`src/rtl/cam_tag_resolver_if.sv`:
```
// Match-address stream from the tag resolver to the array controller.
// The resolver is the master (drives valid/addr/last); the controller's
// row sequencer is the slave and answers with ready.
interface cam_tag_resolver_if #(
  parameter int ADDR_WIDTH_CAM = 8
) ();

  logic                      match_valid;
  logic                      match_ready;
  logic [ADDR_WIDTH_CAM-1:0] match_addr;
  logic                      match_last;

  modport master (
    output match_valid,
    output match_addr,
    output match_last,
    input  match_ready
  );

  modport slave (
    input  match_valid,
    input  match_addr,
    input  match_last,
    output match_ready
  );

endinterface

```
`src/rtl/cam_tag_resolver.sv`:
```
// Multiple-match resolver for the associative cell array.
// Snapshots the per-row tag vector on capture and streams every matching
// row index, lowest first, one per accepted handshake. Also reports the
// popcount of the snapshot, whether anything matched, and an end-of-scan
// pulse.
//
// state | meaning
// ------+--------------------------------------------------------------
// IDLE  | waiting for capture; status from the previous scan is held
// SCAN  | match_valid high, presenting lowest pending row index
// FIN   | one-cycle done pulse, then back to IDLE
module cam_tag_resolver #(
  parameter int DATA_DEPTH     = 16,
  parameter int ADDR_WIDTH_CAM = 8,
  parameter int CNT_WIDTH      = 8
) (
  input  logic                  clk,
  input  logic                  rstIn,
  input  logic [DATA_DEPTH-1:0] tag_row,
  input  logic                  capture,
  input  logic                  abort,
  cam_tag_resolver_if.master    m,
  output logic [CNT_WIDTH-1:0]  match_count,
  output logic                  any_match,
  output logic                  busy,
  output logic                  done
);

  typedef enum logic [1:0] {
    IDLE = 2'd0,
    SCAN = 2'd1,
    FIN  = 2'd2
  } state_t;

  state_t state, state_nxt;

  // Registered state and outputs; *_d is the value loaded on the next edge.
  logic [DATA_DEPTH-1:0]     pending_q,  pending_d;
  logic                      valid_q,    valid_d;
  logic [ADDR_WIDTH_CAM-1:0] addr_q,     addr_d;
  logic                      last_q,     last_d;
  logic [CNT_WIDTH-1:0]      count_q,    count_d;
  logic                      any_q,      any_d;
  logic                      busy_q,     busy_d;
  logic                      done_q,     done_d;

  logic                      handshake;
  logic [DATA_DEPTH-1:0]     pending_after;

  // Index of the lowest set bit; zero when the vector is empty. Only bit
  // positions below DATA_DEPTH exist, so larger indices cannot be produced.
  function automatic logic [ADDR_WIDTH_CAM-1:0] lowest_idx(input logic [DATA_DEPTH-1:0] v);
    lowest_idx = '0;
    for (int i = DATA_DEPTH - 1; i >= 0; i--) begin
      if (v[i]) lowest_idx = ADDR_WIDTH_CAM'(i);
    end
  endfunction

  function automatic logic [CNT_WIDTH-1:0] popcount(input logic [DATA_DEPTH-1:0] v);
    popcount = '0;
    for (int i = 0; i < DATA_DEPTH; i++) begin
      popcount = popcount + {{(CNT_WIDTH-1){1'b0}}, v[i]};
    end
  endfunction

  function automatic logic [DATA_DEPTH-1:0] clear_lowest(input logic [DATA_DEPTH-1:0] v);
    clear_lowest = v & (v - {{(DATA_DEPTH-1){1'b0}}, 1'b1});
  endfunction

  function automatic logic is_single(input logic [DATA_DEPTH-1:0] v);
    is_single = (v != '0) && (clear_lowest(v) == '0);
  endfunction

  assign handshake     = valid_q & m.match_ready;
  assign pending_after = clear_lowest(pending_q);

  // State register plus all registered outputs, synchronous active-low reset.
  always_ff @(posedge clk) begin
    if (!rstIn) begin
      state     <= IDLE;
      pending_q <= '0;
      valid_q   <= 1'b0;
      addr_q    <= '0;
      last_q    <= 1'b0;
      count_q   <= '0;
      any_q     <= 1'b0;
      busy_q    <= 1'b0;
      done_q    <= 1'b0;
    end else begin
      state     <= state_nxt;
      pending_q <= pending_d;
      valid_q   <= valid_d;
      addr_q    <= addr_d;
      last_q    <= last_d;
      count_q   <= count_d;
      any_q     <= any_d;
      busy_q    <= busy_d;
      done_q    <= done_d;
    end
  end

  // Next-state decode; abort takes priority over the final handshake.
  always_comb begin
    state_nxt = state;
    case (state)
      IDLE: begin
        if (capture) state_nxt = (tag_row != '0) ? SCAN : FIN;
      end
      SCAN: begin
        if (abort)                  state_nxt = FIN;
        else if (handshake && last_q) state_nxt = FIN;
      end
      FIN:     state_nxt = IDLE;
      default: state_nxt = IDLE;
    endcase
  end

  // Next values of the datapath and outputs; anything not touched holds.
  always_comb begin
    pending_d = pending_q;
    valid_d   = valid_q;
    addr_d    = addr_q;
    last_d    = last_q;
    count_d   = count_q;
    any_d     = any_q;
    case (state)
      IDLE: begin
        if (capture) begin
          pending_d = tag_row;
          count_d   = popcount(tag_row);
          any_d     = (tag_row != '0);
          valid_d   = (tag_row != '0);
          addr_d    = lowest_idx(tag_row);
          last_d    = is_single(tag_row);
        end
      end
      SCAN: begin
        if (abort) begin
          // A handshake in the same cycle still completes on the consumer
          // side; we simply drop whatever is left.
          pending_d = '0;
          valid_d   = 1'b0;
          last_d    = 1'b0;
        end else if (handshake) begin
          pending_d = pending_after;
          if (last_q) begin
            valid_d = 1'b0;
            last_d  = 1'b0;
          end else begin
            valid_d = 1'b1;
            addr_d  = lowest_idx(pending_after);
            last_d  = is_single(pending_after);
          end
        end
      end
      FIN: begin
        pending_d = '0;
        valid_d   = 1'b0;
        last_d    = 1'b0;
      end
      default: begin
        pending_d = '0;
        valid_d   = 1'b0;
        last_d    = 1'b0;
      end
    endcase
    busy_d = (state_nxt == SCAN);
    done_d = (state_nxt == FIN);
  end

  assign m.match_valid = valid_q;
  assign m.match_addr  = addr_q;
  assign m.match_last  = last_q;
  assign match_count   = count_q;
  assign any_match     = any_q;
  assign busy          = busy_q;
  assign done          = done_q;

endmodule

```
`src/flat_wrapper.sv`:
```
// flat-port wrapper written by rule: the top's interface ports become plain ports
module cam_tag_resolver_flat 
#(
  parameter int DATA_DEPTH     = 16,
  parameter int ADDR_WIDTH_CAM = 8,
  parameter int CNT_WIDTH      = 8
)
  (clk, rstIn, tag_row, capture, abort, match_count, any_match, busy, done, m_match_valid, m_match_addr, m_match_last, m_match_ready);
  cam_tag_resolver_if #(.ADDR_WIDTH_CAM(ADDR_WIDTH_CAM)) m_i ();
  input  logic clk;
  input  logic rstIn;
  input  logic [DATA_DEPTH-1:0] tag_row;
  input  logic capture;
  input  logic abort;
  output logic [CNT_WIDTH-1:0] match_count;
  output logic any_match;
  output logic busy;
  output logic done;
  output wire logic [$bits(m_i.match_valid)-1:0] m_match_valid;
  output wire logic [$bits(m_i.match_addr)-1:0] m_match_addr;
  output wire logic [$bits(m_i.match_last)-1:0] m_match_last;
  input wire logic [$bits(m_i.match_ready)-1:0] m_match_ready;
  assign m_match_valid = m_i.match_valid;
  assign m_match_addr = m_i.match_addr;
  assign m_match_last = m_i.match_last;
  assign m_i.match_ready = m_match_ready;
  cam_tag_resolver #(.DATA_DEPTH(DATA_DEPTH), .ADDR_WIDTH_CAM(ADDR_WIDTH_CAM), .CNT_WIDTH(CNT_WIDTH)) u_core (.clk(clk), .rstIn(rstIn), .tag_row(tag_row), .capture(capture), .abort(abort), .m(m_i), .match_count(match_count), .any_match(any_match), .busy(busy), .done(done));
endmodule
```
`config.mk`:
```
export PLATFORM = sky130hd
export DESIGN_NAME = cam_tag_resolver_flat
export DESIGN_NICKNAME = d
export VERILOG_FILES = /design/src/rtl/cam_tag_resolver_if.sv /design/src/rtl/cam_tag_resolver.sv /design/src/flat_wrapper.sv
export SDC_FILE = /design/constraint.sdc
export NUM_CORES = 1
export LEC_CHECK = 0
export ABC_AREA = 1
export CORE_ASPECT_RATIO = 0.75
export CORE_MARGIN = 1.5
export CORE_UTILIZATION = 59
export CTS_CLUSTER_SIZE = 12
export DETAILED_ROUTE_END_ITERATION = 10
export GPL_ROUTABILITY_DRIVEN = 0
export GPL_TIMING_DRIVEN = 0
export PLACE_DENSITY = 0.88
export SETUP_SLACK_MARGIN = 0.3
export SYNTH_ARGS = -nofsm -noshare
export SYNTH_HDL_FRONTEND = slang
export SYNTH_SLANG_ARGS = --single-unit
```
`constraint.sdc`:
```
create_clock -name clk -period 9.87 [get_ports clk]
set_clock_uncertainty 0.2 [all_clocks]
set_input_delay 2.4675 -clock clk [delete_from_list [all_inputs] [get_ports clk]]
set_output_delay 2.4675 -clock clk [all_outputs]
set_load 0.005 [all_outputs]
```
* Word-level counts from Yosys, hierarchy flattened *
Cells that the tools add are included.

word-level totals
  bits of input ports = 21
  register bits = 39
  logic and storage cells = 107
  output and inout port bits = 21

operators by class
  reductions and logical operators = 12
  $add $sub $neg = 18
  mux-type cells = 56
  bitwise gates (word level) = 4
  equality and inequality tests = 8

operator list
  kind                   count
  $mux 4                 32
  $add 8x1->8            14
  $and 16x16->16         3
  $mux 16                3
  $sub 16x1->16 const B  3
  $logic_not 16->1       2
  $mux 8                 4
  $pmux 16 s2            1
  $reduce_bool 16->1     2
  $pmux 8 s2             1
  $mux 1                 8
  $mux 2                 4
  $ne 2x2->1 const B     3
  $reduce_and 5->1       1
  $eq 2x1->1 const B     2
  $pmux 1 s2             2
  $pmux 2 s2             1
  $reduce_and 2->1       2
  $logic_and 1x1->1      3
  $ne 3x2->1 const B     1
  $add 1x1->2            1
  $eq 2x2->1 const B     1
  $logic_not 2->1        1
  $ne 2x1->1 const B     1
  2 further kinds        2

* Longest topological paths before layout *
  depth in word-level cells = 22
  depth in mapped cells = 21
  gate-level depth less buffers = 21

* Worst setup path before layout *
Ideal clock, no wire load.

  path kind = input-to-reg
  from = in tag_row[1]
  to = reg u_core.count_q[2], in the netlist u_core.match_count[2]
  path slack = 3779 ps
  required time = 9534 ps
  stages on the path = 12
  data arrival time = 5755 ps
  path through = inv_1 ha_1 inv_1 fa_1 fa_1 fa_1 fa_1 inv_1 fa_1 fa_1 xnor2_1 a21oi_1

on the way
  longest elaborated chain between the ends = 15

ends and longest elaborated chain
  item                        line                    text
  from (decl)                 flat_wrapper.sv:12      input logic [DATA_DEPTH-1:0] tag_row;
  $add 1x1->2                 cam_tag_resolver.sv:62  popcount = popcount + {{(CNT_WIDTH-1){1'b0}}, v[i]};
  $add 8x1->8 (14 in series)  cam_tag_resolver.sv:62
  to (signal assigned)        cam_tag_resolver.sv:95  count_q <= count_d;
  to (decl)                   cam_tag_resolver.sv:42  logic [CNT_WIDTH-1:0] count_q, count_d;

No other way between the ends.
A chain may end at the register's enable or synchronous reset.

* Worst setup path after layout *
  from = in tag_row[0]
  to = reg u_core.count_q[4], in the netlist u_core.match_count[4]

Same word-level chain as after synthesis.

==> flow_summary.yaml <==
sta:
  drv_slew: 0
  setup_viol: 0
  slew_headroom: 0.5454
  min_period_ns: 6.697
  hold_viol: 0
  fmax_mhz: 149.3
  grt_setup_unrepaired: "no"
  fin_crit_sh: 0.6785
  worstMarginPinSlew_ns: 0.6757
  finalSetupTns_ns: 0
worst_setup_path:
  worstReg2RegEnd: "u_core.done$_SDFF_PN0_"
  crit_fanout: 6
  crit_path_start_kind: "primary input"
  cp.arrival_ns: 6.65
  critPathKind: "in2reg"
  ff2ff_setup_slack_ns: 7.46
  r2r_cells: 7
  end_kind: "register"
  r2r_start: "u_core.state[1]$_SDFF_PN0_"
  critPathRequiredTime_ns: 9.83
finish:
  regArea_um2: 640.6
  design_area_um2: 3161
  num-nets-final: 502
  multi_input_area_um2: 1709
  fillers: 326
  area_growth_pct: 19.21
  antenna_cells: 0
  drive_above_1_share: 0.09052
clock_network:
  cts_resized: 0
  cts.sinks: 32
  htree_levels: 2
  cts_tree: "built"
  postCtsSetupBuffers: 0
  cts_root_buf: "clkbuf_8"
  postCtsHoldBufs: 0
  cts_buffer_depth: 2
  clkTransAtPathRegs_ns: 0.07
  clkLatencyLatePin_ns: 0.29
  numCtsBuffers: 5
place:
  dp_hpwl_um: 5764
  portBuffers: 34
  placed_area_um2: 3083
yosys:
  synthDistinctLibCells: 37
  synth_warnings: 0
  async_reset_ff_frac: 0
  ys.flop_type: "dfxtp_1"
  ys_ff_latch: 32
  syn_avg_cell_area_um2: 6.358
  synth_cells: 417
  synth_edf_count: 0
  syn_area_um2: 2651
  synth_top_area_share: 0.2416
  ys_seq_area_frac: 0.2416
  yosysTopAreaCell: "dfxtp_1"
  synth_area_leaders: "dfxtp_1, nand2_1, inv_1, fa_1, a21oi_1"
grt:
  grt_overflow_total: 0
  grt_pass1_vias: 2528
  grt_pass1_wl_um: 11630
  antenna_found_initial: 0
  grt_max_degree: 11
  grt.total_usage: 0.3157
detailed_routing:
  wl_per_cell_um: 13.97
  wl_um: 7251
  drcViolationCount: 0
  ant_nets: 0
  drt-vias-per-instance: 5.566
  drt-pass1-iter-count: 4
  drt_iter0_markers: 339
  vias: 2889
floorplan:
  die_area_um2: 4909
  num_rows: 20
  die_h_um: 61.06
  die_x_um: 80.41
  core_region_area_um2: 4179
  ios: 42
  start_util: 0.6344
hold_path:
  worstHoldStart: "u_core.match_count[4]$_SDFFE_PN0P_"
  hold_class: "reg2reg"
  whs_endpoint: "u_core.match_count[4]$_SDFFE_PN0P_"
  hold_depth: 2
power:
  total_power_mw: 0.4621
  power_leakage_nw: 1.463
  p_per_area_nw_per_um2: 146.2
  ir_worst_vdd_mv: 0.09217
status:
  status: "completed"
job:
  maxCapViolations: 0
## placed cells by master (no fill, tap or decap), types with 5 or more instances in the layout
cell             synthesis  routed
dfxtp_1                 32      32
clkbuf_1                 7       8
nand2_1                105     105
clkbuf_8                 0       5
nor2_1                  48      48
inv_1                   57      57
nand3_1                 13      13
o21ai_0                 22      22
buf_4                    7       7
clkdlybuf4s50_1          0      34
nor2_4                   5       5
conb_1                   1       7
fa_1                    10      10
inv_2                    7       7
ha_1                     7       7
a21oi_1                 37      37
o22ai_1                 17      17
## critical path: stages
cell             delay (ns)
clkdlybuf4s50_1        0.59
inv_1                  0.09
ha_1                   0.30
inv_1                  0.08
fa_1                   0.46
fa_1                   0.50
fa_1                   0.52
fa_1                   0.50
inv_1                  0.05
fa_1                   0.41
fa_1                   0.42
nand2_1                0.09
nand2_1                0.05
nand3_1                0.07
a21oi_1                0.06
## metrics by stage
| stage | setup slack, ns | std cells | hold WS [ns] | util |
|---|---|---|---|---|
| after floorplan | 3.779 | 423 | 0.2445 | - |
| after global placement | 2.955 | 512 | 0.2528 | 0.7377 |
| after detailed placement | 2.902 | 512 | 0.2602 | 0.7377 |
| after CTS | 3.175 | 519 | 0.2705 | 0.7563 |
| after global routing | 3.036 | 519 | 0.2852 | 0.7563 |
| final | 3.173 | 519 | 0.2716 | 0.7563 |
## report_power, final
part           internal, mW  total [mW]  switching (mW)
logic                0.0881       0.212           0.123
clock network        0.0479      0.0987          0.0508
registers             0.142       0.152         0.00968
total                 0.278       0.462           0.184
## Yosys cell counts (3+ instances only)
cell	count
dfxtp_1	32
nand3_1	13
nor2_4	5
nor2_2	4
ha_1	7
o21ai_0	22
inv_2	7
a21oi_2	3
clkbuf_1	7
a31oi_1	3
nand4_1	3
nor3_1	4
inv_1	57
nor4_1	3
fa_1	10
a21oi_1	37
nor2_1	48
nand2_1	105
buf_4	7
o22ai_1	17
## final cells by class
class                           count  share of cell area
Buffer                             15             0.02652
Tap cell                           55             0.02177
Multi-Input combinational cell    312              0.5408
Clock inverter                      1            0.001584
Sequential cell                    32              0.2027
Clock buffer                        6             0.02296
Timing Repair Buffer               34              0.1077
Inverter                           64             0.07601
## cell families after synthesis
family / after synthesis / share of synthesized area
AO/OA/AOI/OAI: 94 / 0.2048
adder cells (fa/ha/maj): 17 / 0.1085
flip-flops: 32 / 0.2416
XOR/XNOR: 1 / 0.003304
other: 1 / 0.001414
buffers and inverters: 79 / 0.1222
AND/OR/NAND/NOR: 193 / 0.3181
## worst max-delay path by stage
stage / slack (ns) / start / depth (start not counted) / endpoint
floorplan: 3.78 / tag_row[1] / 12 / u_core.match_count[2]$_SDFFE_PN0P_
global placement: 2.95 / tag_row[0] / 13 / u_core.match_count[2]$_SDFFE_PN0P_
detailed placement: 2.90 / tag_row[0] / 15 / u_core.match_count[4]$_SDFFE_PN0P_
CTS: 3.18 / tag_row[0] / 15 / u_core.match_count[4]$_SDFFE_PN0P_
global route: 3.04 / tag_row[0] / 15 / u_core.match_count[4]$_SDFFE_PN0P_
finish: 3.17 / tag_row[0] / 15 / u_core.match_count[4]$_SDFFE_PN0P_
## layer usage
layer,wire length [µm],share of wire,global-route usage,up-vias
met5,0,0,0,-
met4,93,0.013,0.08621,0
met3,652,0.090,0.08296,12
met2,3167,0.44,0.5078,122
met1,3337,0.46,0.4273,1322
li1,-,-,-,1433
## sequential cells by signal, summed over array words and instances (netlist names)
name,count
u_core.any_match,1
u_core.busy,1
u_core.done,1
u_core.m.match_addr,4
u_core.m.match_last,1
u_core.m.match_valid,1
u_core.match_count,5
u_core.pending_q,16
u_core.state,2
(Power assumes the default switching activity.)
